--- src/rtl/cdb_slot_scheduler_pkg.sv ---
// Shared types and constants for the CDB slot scheduler.
//   cdb_bus_t   : one result bus {valid, tag, data}, used for FU inputs and the broadcast CDB.
//   rsv_entry_t : one reservation-table slot {valid, fu_id}.
//   FU_*        : functional-unit index constants (int, mem, mult, div).
//   rr_dist     : round-robin distance of an index from the pointer, with wrap-around.
package cdb_slot_scheduler_pkg;

  localparam int unsigned TAG_W      = 6;
  localparam int unsigned DATA_W     = 32;
  localparam int unsigned FU_ID_W    = 2;
  localparam int unsigned NUM_FU_MAX = 1 << FU_ID_W;

  localparam int unsigned FU_INT  = 0;
  localparam int unsigned FU_MEM  = 1;
  localparam int unsigned FU_MULT = 2;
  localparam int unsigned FU_DIV  = 3;

  typedef struct packed {
    logic              valid;
    logic [TAG_W-1:0]  tag;
    logic [DATA_W-1:0] data;
  } cdb_bus_t;

  typedef struct packed {
    logic               valid;
    logic [FU_ID_W-1:0] fu_id;
  } rsv_entry_t;

  // Smaller distance = higher priority; the pointer itself has distance 0.
  function automatic int unsigned rr_dist(int unsigned idx, int unsigned ptr, int unsigned n);
    return (idx + n - ptr) % n;
  endfunction

endpackage

--- src/rtl/cdb_slot_scheduler_if.sv ---
// Bus bundle between the issue side and the CDB scheduler.
//   master : issue queues / FUs drive issue_req, flush, fu_cdb; observe grants and the CDB.
//   slave  : the scheduler consumes requests and FU results, drives grants, CDB and status.
interface cdb_slot_scheduler_if
  import cdb_slot_scheduler_pkg::*;
#(
  parameter int unsigned NUM_FU = 4,
  parameter int unsigned CNT_W  = 16
);

  logic     [NUM_FU-1:0] issue_req;
  logic                  flush;
  cdb_bus_t [NUM_FU-1:0] fu_cdb;
  logic     [NUM_FU-1:0] issue_gnt;
  cdb_bus_t              cdb_out;
  logic     [NUM_FU-1:0] cdb_sel;
  logic                  err_missing;
  logic     [CNT_W-1:0]  conflict_cnt;

  modport master (
    output issue_req, flush, fu_cdb,
    input  issue_gnt, cdb_out, cdb_sel, err_missing, conflict_cnt
  );

  modport slave (
    input  issue_req, flush, fu_cdb,
    output issue_gnt, cdb_out, cdb_sel, err_missing, conflict_cnt
  );

endinterface

--- src/rtl/cdb_slot_arbiter.sv ---
// Combinational same-latency arbiter.
//   req_i        : requests already qualified by flush.
//   free_i       : per-FU "target slot is free".
//   same_lat_i   : [i][j] set when FU i and FU j share a latency (only those compete).
//   rr_ptr_i     : round-robin pointer (ignored when ARB_MODE == 0).
//   gnt_o        : grants; at most one per latency group.
//   tie_o        : some group had more than one candidate this cycle.
//   tie_winner_o : winner of the lowest-index contested group.
module cdb_slot_arbiter
  import cdb_slot_scheduler_pkg::*;
#(
  parameter int unsigned NUM_FU   = 4,
  parameter int unsigned ARB_MODE = 0
) (
  input  logic [NUM_FU-1:0]             req_i,
  input  logic [NUM_FU-1:0]             free_i,
  input  logic [NUM_FU-1:0][NUM_FU-1:0] same_lat_i,
  input  logic [FU_ID_W-1:0]            rr_ptr_i,
  output logic [NUM_FU-1:0]             gnt_o,
  output logic                          tie_o,
  output logic [FU_ID_W-1:0]            tie_winner_o
);

  logic [NUM_FU-1:0] cand;
  logic              beaten;
  logic              rival;

  assign cand = req_i & free_i;

  always_comb begin
    gnt_o        = '0;
    tie_o        = 1'b0;
    tie_winner_o = '0;
    beaten       = 1'b0;
    rival        = 1'b0;
    for (int unsigned i = 0; i < NUM_FU; i++) begin
      beaten = 1'b0;
      rival  = 1'b0;
      for (int unsigned j = 0; j < NUM_FU; j++) begin
        if (j != i && cand[j] && same_lat_i[i][j]) begin
          rival = 1'b1;
          if (ARB_MODE == 1) begin
            if (rr_dist(j, 32'(rr_ptr_i), NUM_FU) < rr_dist(i, 32'(rr_ptr_i), NUM_FU)) begin
              beaten = 1'b1;
            end
          end else if (j < i) begin
            beaten = 1'b1;
          end
        end
      end
      if (cand[i] && !beaten) begin
        gnt_o[i] = 1'b1;
        if (rival && !tie_o) begin
          tie_o        = 1'b1;
          tie_winner_o = FU_ID_W'(i);
        end
      end
    end
  end

endmodule

--- src/rtl/cdb_slot_scheduler.sv ---
// Common Data Bus slot scheduler.
//   clk, rst_n : clock, asynchronous active-low reset.
//   bus        : slave side of cdb_slot_scheduler_if (requests, flush, FU results in;
//                grants, CDB broadcast, owner one-hot, sticky error, conflict count out).
// A DEPTH-entry reservation shift register records which FU owns each future CDB cycle;
// entry 0 is the owner of the current cycle. An FU with latency L may issue only when
// entry L is free, and a grant books entry L-1 so it lands in entry 0 L cycles later.
module cdb_slot_scheduler
  import cdb_slot_scheduler_pkg::*;
#(
  parameter int unsigned NUM_FU           = 4,
  parameter int unsigned DEPTH            = 8,
  parameter int unsigned FU_LAT [NUM_FU]  = '{1, 1, 4, 7},
  parameter int unsigned ARB_MODE         = 0,
  parameter int unsigned CNT_W            = 16
) (
  input  logic                 clk,
  input  logic                 rst_n,
  cdb_slot_scheduler_if.slave  bus
);

  rsv_entry_t [DEPTH-1:0]        rsv_q, rsv_d;
  logic       [FU_ID_W-1:0]      rr_ptr_q, rr_ptr_d;
  logic                          err_q, err_d;
  logic       [CNT_W-1:0]        cnt_q, cnt_d;

  logic       [NUM_FU-1:0]             slot_free;
  logic       [NUM_FU-1:0]             arb_req;
  logic       [NUM_FU-1:0]             gnt;
  logic       [NUM_FU-1:0][NUM_FU-1:0] same_lat;
  logic                                tie;
  logic       [FU_ID_W-1:0]            tie_winner;
  cdb_bus_t                            sel_bus;

  if (NUM_FU < 2 || NUM_FU > NUM_FU_MAX) begin : g_bad_num_fu
    $fatal(1, "cdb_slot_scheduler: NUM_FU out of range");
  end

  for (genvar i = 0; i < NUM_FU; i++) begin : g_fu
    if (FU_LAT[i] < 1 || FU_LAT[i] > DEPTH) begin : g_bad_lat
      $fatal(1, "cdb_slot_scheduler: FU_LAT out of 1..DEPTH");
    end
    // A latency equal to DEPTH looks past the end of the table, so it is never blocked.
    if (FU_LAT[i] >= DEPTH) begin : g_always_free
      assign slot_free[i] = 1'b1;
    end else begin : g_table_free
      assign slot_free[i] = ~rsv_q[FU_LAT[i]].valid;
    end
    for (genvar j = 0; j < NUM_FU; j++) begin : g_grp
      assign same_lat[i][j] = (FU_LAT[i] == FU_LAT[j]);
    end
  end

  assign arb_req = bus.issue_req & {NUM_FU{~bus.flush}};

  cdb_slot_arbiter #(
    .NUM_FU   (NUM_FU),
    .ARB_MODE (ARB_MODE)
  ) u_arbiter (
    .req_i        (arb_req),
    .free_i       (slot_free),
    .same_lat_i   (same_lat),
    .rr_ptr_i     (rr_ptr_q),
    .gnt_o        (gnt),
    .tie_o        (tie),
    .tie_winner_o (tie_winner)
  );

  assign sel_bus = bus.fu_cdb[rsv_q[0].fu_id];

  always_comb begin
    bus.issue_gnt    = gnt;
    bus.err_missing  = err_q;
    bus.conflict_cnt = cnt_q;
    bus.cdb_out      = '0;
    bus.cdb_sel      = '0;
    if (rsv_q[0].valid) begin
      bus.cdb_out = sel_bus;
      for (int unsigned i = 0; i < NUM_FU; i++) begin
        bus.cdb_sel[i] = (rsv_q[0].fu_id == FU_ID_W'(i));
      end
    end
  end

  always_comb begin
    for (int unsigned k = 0; k + 1 < DEPTH; k++) begin
      rsv_d[k] = rsv_q[k+1];
    end
    rsv_d[DEPTH-1] = '0;
    // Bookings override the shifted-in value; granted FUs never share a latency.
    for (int unsigned k = 0; k < DEPTH; k++) begin
      for (int unsigned i = 0; i < NUM_FU; i++) begin
        if (gnt[i] && FU_LAT[i] == k + 1) begin
          rsv_d[k].valid = 1'b1;
          rsv_d[k].fu_id = FU_ID_W'(i);
        end
      end
    end
    if (bus.flush) begin
      rsv_d = '0;
    end

    rr_ptr_d = rr_ptr_q;
    if (ARB_MODE == 1 && tie) begin
      rr_ptr_d = (tie_winner == FU_ID_W'(NUM_FU - 1)) ? '0 : tie_winner + 1'b1;
    end

    err_d = err_q | (rsv_q[0].valid & ~sel_bus.valid);

    cnt_d = cnt_q;
    if (|(bus.issue_req & ~gnt) && cnt_q != '1) begin
      cnt_d = cnt_q + 1'b1;
    end
  end

  always_ff @(posedge clk or negedge rst_n) begin
    if (!rst_n) begin
      rsv_q    <= '0;
      rr_ptr_q <= '0;
      err_q    <= 1'b0;
      cnt_q    <= '0;
    end else begin
      rsv_q    <= rsv_d;
      rr_ptr_q <= rr_ptr_d;
      err_q    <= err_d;
      cnt_q    <= cnt_d;
    end
  end

endmodule

--- src/flat_wrapper.sv ---
// flat-port wrapper written by rule: the top's interface ports become plain ports
module cdb_slot_scheduler_flat import cdb_slot_scheduler_pkg::*;
#(
  parameter int unsigned NUM_FU           = 4,
  parameter int unsigned DEPTH            = 8,
  parameter int unsigned FU_LAT [NUM_FU]  = '{1, 1, 4, 7},
  parameter int unsigned ARB_MODE         = 0,
  parameter int unsigned CNT_W            = 16
)
  (clk, rst_n, bus_issue_req, bus_flush, bus_fu_cdb, bus_issue_gnt, bus_cdb_out, bus_cdb_sel, bus_err_missing, bus_conflict_cnt);
  cdb_slot_scheduler_if #(.NUM_FU(NUM_FU), .CNT_W(CNT_W)) bus_i ();
  input  logic clk;
  input  logic rst_n;
  input wire logic [$bits(bus_i.issue_req)-1:0] bus_issue_req;
  input wire logic [$bits(bus_i.flush)-1:0] bus_flush;
  input wire logic [$bits(bus_i.fu_cdb)-1:0] bus_fu_cdb;
  output wire logic [$bits(bus_i.issue_gnt)-1:0] bus_issue_gnt;
  output wire logic [$bits(bus_i.cdb_out)-1:0] bus_cdb_out;
  output wire logic [$bits(bus_i.cdb_sel)-1:0] bus_cdb_sel;
  output wire logic [$bits(bus_i.err_missing)-1:0] bus_err_missing;
  output wire logic [$bits(bus_i.conflict_cnt)-1:0] bus_conflict_cnt;
  assign bus_i.issue_req = bus_issue_req;
  assign bus_i.flush = bus_flush;
  assign bus_i.fu_cdb = bus_fu_cdb;
  assign bus_issue_gnt = bus_i.issue_gnt;
  assign bus_cdb_out = bus_i.cdb_out;
  assign bus_cdb_sel = bus_i.cdb_sel;
  assign bus_err_missing = bus_i.err_missing;
  assign bus_conflict_cnt = bus_i.conflict_cnt;
  cdb_slot_scheduler #(.NUM_FU(NUM_FU), .DEPTH(DEPTH), .FU_LAT(FU_LAT), .ARB_MODE(ARB_MODE), .CNT_W(CNT_W)) u_core (.clk(clk), .rst_n(rst_n), .bus(bus_i));
endmodule
--- config.mk ---
export PLATFORM = sky130hd
export DESIGN_NAME = cdb_slot_scheduler_flat
export DESIGN_NICKNAME = d
export VERILOG_FILES = /design/src/rtl/cdb_slot_scheduler_pkg.sv /design/src/rtl/cdb_slot_scheduler_if.sv /design/src/rtl/cdb_slot_arbiter.sv /design/src/rtl/cdb_slot_scheduler.sv /design/src/flat_wrapper.sv
export SDC_FILE = /design/constraint.sdc
export NUM_CORES = 1
export LEC_CHECK = 0
export ABC_AREA = 1
export CAP_MARGIN = 30
export CORE_ASPECT_RATIO = 1.75
export CORE_UTILIZATION = 31
export CTS_BUF_LIST = sky130_fd_sc_hd__clkbuf_4 sky130_fd_sc_hd__clkbuf_8 sky130_fd_sc_hd__clkbuf_16
export DETAILED_ROUTE_END_ITERATION = 6
export GPL_ROUTABILITY_DRIVEN = 0
export PLACE_DENSITY_LB_ADDON = 0.15
export SLEW_MARGIN = 20
export SYNTH_ARGS = -nofsm -noshare
export SYNTH_HDL_FRONTEND = slang
export SYNTH_SLANG_ARGS = --single-unit
export TNS_END_PERCENT = 100
--- constraint.sdc ---
create_clock -name clk -period 2.05 [get_ports clk]
set_input_delay 0.41 -clock clk [delete_from_list [all_inputs] [get_ports clk]]
set_output_delay 0.41 -clock clk [all_outputs]
set_load 0.03 [all_outputs]
# == Yosys cells after proc, flatten, opt, wreduce, memory -nomap -nowiden ==
# Cells that the tools add are included.
# word_totals
out_inout_bits,64
elab_cells,51
inputBits,163
regBits,38
# op_classes
bitwise_logic,11
n_addsub,1
order_cmp,1
muxes,13
n_eq_ne,4
reduce_logical,5
# op_table
op,count
$bmux W39 S2,1
$mux W39,2
$mux W21,1
$add A16 B1 Y16 const B,1
$ne A16 B16 Y1 const B,1
$and A4 B4 Y4,3
$mux W3,4
$eq A2 B2 Y1 const B,2
$mux W1,4
$mux W4,1
$not A1 Y1,4
$not A4 Y4,1
$reduce_or A4 Y1,1
$lt A2 B3 Y1 const B,1
$eq A2 B1 Y1 const B,1
$logic_and A1 B1 Y1,2
$logic_not A2 Y1,1
$and A1 B1 Y1,1
$logic_not A1 Y1,1
$not A1 Y1 const A,1
$or A1 B1 Y1,1

# == Longest topological paths before layout ==
# logic_depth
depth_word,11
mapped_depth,8
mapped_depth_nobuf,8

# == Hierarchy ==
# A second synthesis with hierarchy kept.
# hier_totals
cells_unflattened,430
area_unflattened_um2,2791.4
# by_module_without_submodules
mod,cells_each,n_inst,seq_area_each_um2,area_per_inst_um2
cdb_slot_scheduler,396,1,725.7,2618.8
cdb_slot_arbiter,34,1,0.0,172.7

# == Worst setup path after synthesis ==
# Ideal clock, no wire load.
# synth_path
path_type,register to output
start,reg u_core.rsv_q[1] in the netlist's numbering
end,out bus_cdb_out[28]
arrival_ps,1540
n_path_buf,2
path_stages_with_launch,6
slack_ps,100
path_cell_list,dfrtp_1 -> nor2_1 -> buf_2 -> buf_2 -> a22oi_1 -> a21oi_1
# synth_between
elab_chain_len,3
# synth_rtl
element,line,rtl
start: declaration,cdb_slot_scheduler.sv:22,"rsv_entry_t [DEPTH-1:0] rsv_q, rsv_d;"
start signal: assignment,cdb_slot_scheduler.sv:123,rsv_q <= rsv_d;
$bmux W39 S2,cdb_slot_scheduler.sv:69,assign sel_bus = bus.fu_cdb[rsv_q[0].fu_id];
$mux W39 (implied by the code),cdb_slot_scheduler.sv:69,
$mux W39,cdb_slot_scheduler.sv:77,if (rsv_q[0].valid) begin
end: declaration,flat_wrapper.sv:18,output wire logic [$bits(bus_i.cdb_out)-1:0] bus_cdb_out;
# No other way between the ends. The select of a mux whose other input is x is not followed.

# == Worst setup path in the final report ==
# layout_path
start,reg u_core.rsv_q[0] in the netlist's numbering
end,out bus_cdb_out[3]
# The elaborated chain is that of the path after synthesis.

==> metrics.cfg <==
[hold_path]
min-delay-start=u_core.rsv_q[15]$_DFF_PN0_
hp-class=reg -> reg
hold_end=u_core.rsv_q[12]$_DFF_PN0_
min_path_cells=2

[clock_tree]
cts_tree=built
cts_sinks=29
path_clk_slew_ns=0.05
insertion_delay_ns=0.28
cts_made_buffers=5
cts_max_path_buffers=2
cts_max_level=2
cts_root_buf=clkbuf_16

[layout]
fin_util=0.696
layout_commonest_cell=clkdlybuf4s50_1
diodes=0
drive_gt1_frac=0.204
syn_to_final_growth_pct=116
design_area_um2=5310
most-common-layout-cells=179 x clkdlybuf4s50_1, 77 x nand2_1, 63 x a22oi_1
final_nets=755

[timing]
setup_viol=6
finalCritPeriodShare=1.03
fin_skew_ns=0.00579
drv_slew=0
fin_ws_ns=-0.0617
fmax_mhz=474
rsz0062_at_grt=yes
min_period_ns=2.11
finalHoldViolations=0
slew_headroom=0.741
worstMarginPinSlew_ns=0.389

[yosys]
synth.distinct_cells=27
syn_inst=355
synth.avg_cell_area_um2=6.93
syn_nets=519
yosysWarnings=0
yosysSeqAreaShare=0.295
synth-seq-cells=29
syn-cell-area_um2=2460

[grt]
grt_start_max_net_pins=30
antenna_found_initial=0
grtUsageTotal=0.287
overflow=0
grt_pass1_wl_um=18700
grt_pass1_vias=3620

[die]
die_x_um=69.3
coreArea_um2=7620
dieArea_um2=8310
ios=227
start_util=0.323
num_rows=42
die_h_um=120

[critical_path]
r2r_setup_slack_ns=0.30
crit_chain=buf_6, nor2_4, buf_12, buf_12, a22oi_2, a21oi_2, buf_12
r2r-end=u_core.bus.conflict_cnt[10]$_DFFE_PN0P_
critPathMaxStageDelay_ns=0.39
cpLargestDelayFamily=buffers and inverters
path_max_fanout=8
crit_type=reg -> out
worst_ep_required_time_ns=1.64
crit_arrival_ns=1.70
critPathSlowestCell=dfrtp_1
path_common_cell=buf_12
reg2reg_from=u_core.bus.conflict_cnt[0]$_DFFE_PN0P_
worst-path-buf-inv=4
r2r_cells=8
endpoint_kind=output pin
cp-start-kind=flop

[route]
routed_via_density=5.33
wl_per_cell_um=18.0
drtAntennaViolNets=0
drcViolationCount=0
dr.pass1.iters=4
drt_iter0_drc=139
vias=3621
wl_um=12300

[place]
dpl_cell_area_um2=4850
place.port_buffers=226
dp_hpwl_um=9260

[power_and_ir_drop]
p_leak_nw=2.21
ir_drop_mv=0.667
p_per_area_nw_per_um2=495

[outcome]
outcome=finished, violations left
violations=setup timing

[run]
drv_cap=0

[Yosys cell counts]
master / n / area (µm²)
nand2_1: 80 / 300
a22oi_1: 77 / 578
a21oi_1: 40 / 200
nor2_1: 30 / 113
dfrtp_1: 29 / 726
inv_1: 25 / 93.8
nand3_1: 17 / 85.1
clkbuf_1: 12 / 45.0
buf_2: 9 / 45.0
nand4_1: 6 / 37.5
nor3_1: 4 / 20.0
o21ai_0: 3 / 15.0
xnor2_1: 3 / 26.3
xor2_1: 3 / 26.3
a31oi_1: 2 / 12.5
buf_4: 2 / 15.0
nand3b_1: 2 / 15.0
nor2_2: 2 / 12.5
a21oi_2: 1 / 8.76
buf_6: 1 / 11.3
clkinv_1: 1 / 3.75
clkinv_2: 1 / 5.00
ha_1: 1 / 12.5
nand2_4: 1 / 11.3
nand4_4: 1 / 21.3
nor2_4: 1 / 11.3
o21bai_1: 1 / 7.51
[state kept, by name (all words and copies together) (netlist names)]
register                 count
u_core.bus.conflict_cnt     16
u_core.bus.err_missing       1
u_core.rsv_q                12
[report_power, final]
group / total [W] / internal (W) / switching [W] / leakage [nW]
clock network: 0.000694 / 0.000443 / 0.000251 / 0.0696
logic: 0.00120 / 0.000630 / 0.000571 / 1.76
registers: 0.000732 / 0.000637 / 0.0000952 / 0.383
[metrics by stage]
| stage | power, W | hold WS (ns) | setup WS [ns] | TNS (ns) | cells |
|---|---|---|---|---|---|
| 2_1_floorplan | 0.00124 | 0.114 | 0.100 | 0 | 355 |
| 3_3_place_gp | 0.00186 | 0.443 | 0.158 | 0 | 662 |
| 3_5_place_dp | 0.00187 | 0.457 | 0.113 | 0 | 662 |
| 4_1_cts | 0.00261 | 0.469 | -0.0110 | -0.0255 | 678 |
| 5_1_grt | 0.00275 | 0.482 | -0.131 | -2.32 | 680 |
| 6_report | 0.00263 | 0.465 | -0.0617 | -0.128 | 680 |
[worst min-delay path, cell delays in order, from the launching register on]
cell	delay, ns
dfrtp_1	0.32
inv_1	0.04
nor2_1	0.07
[repair_timing]
action / in CTS / in global routing
hold endpoints to repair: 0 / 0
buffers inserted: 6 / 2
endpoints found under the setup margin: 24 / 38
pin swaps: 14 / 21
gates resized for setup: 22 / 25
hold buffers: 0 / 0
gates cloned: 2 / 1
[area by class of cell]
cell class,instances,area [µm²]
Sequential cell,29,727
Clock buffer,5,125
Inverter,27,106
Tap cell,88,110
Clock inverter,3,17.5
Fill cell,644,2310
Multi-Input combinational cell,275,1640
Timing Repair Buffer,253,2580
[cells by family after synthesis]
kind of cell,share of synthesized area
AOI/OAI and AO/OA,0.334
xor gates and xnor gates,0.0214
adders and majority gates,0.00509
buffers and inverters,0.0891
DFF,0.295
and+or+nand+nor,0.255
[metal layers]
layer	vias to the layer above	global-route usage	part of all wire
met5	-	0	0
met4	0	0.151	0.041
met3	38	0.0814	0.093
met2	169	0.490	0.50
met1	1673	0.320	0.37
li1	1741	-	-
[worst max path at each step]
stage | cells after the start | start | slack [ns] | to
CTS | 7 | u_core.rsv_q[0]$_DFF_PN0_ | -0.01 | bus_cdb_out[35]
finish | 7 | u_core.rsv_q[0]$_DFF_PN0_ | -0.06 | bus_cdb_out[3]
detailed placement | 8 | u_core.rsv_q[0]$_DFF_PN0_ | 0.11 | bus_cdb_out[35]
floorplan | 5 | u_core.rsv_q[1]$_DFF_PN0_ | 0.10 | bus_cdb_out[28]
global route | 8 | u_core.rsv_q[0]$_DFF_PN0_ | -0.13 | bus_cdb_out[35]
global placement | 4 | bus_flush | 0.16 | bus_issue_gnt[0]
(Power assumes the default switching activity.)
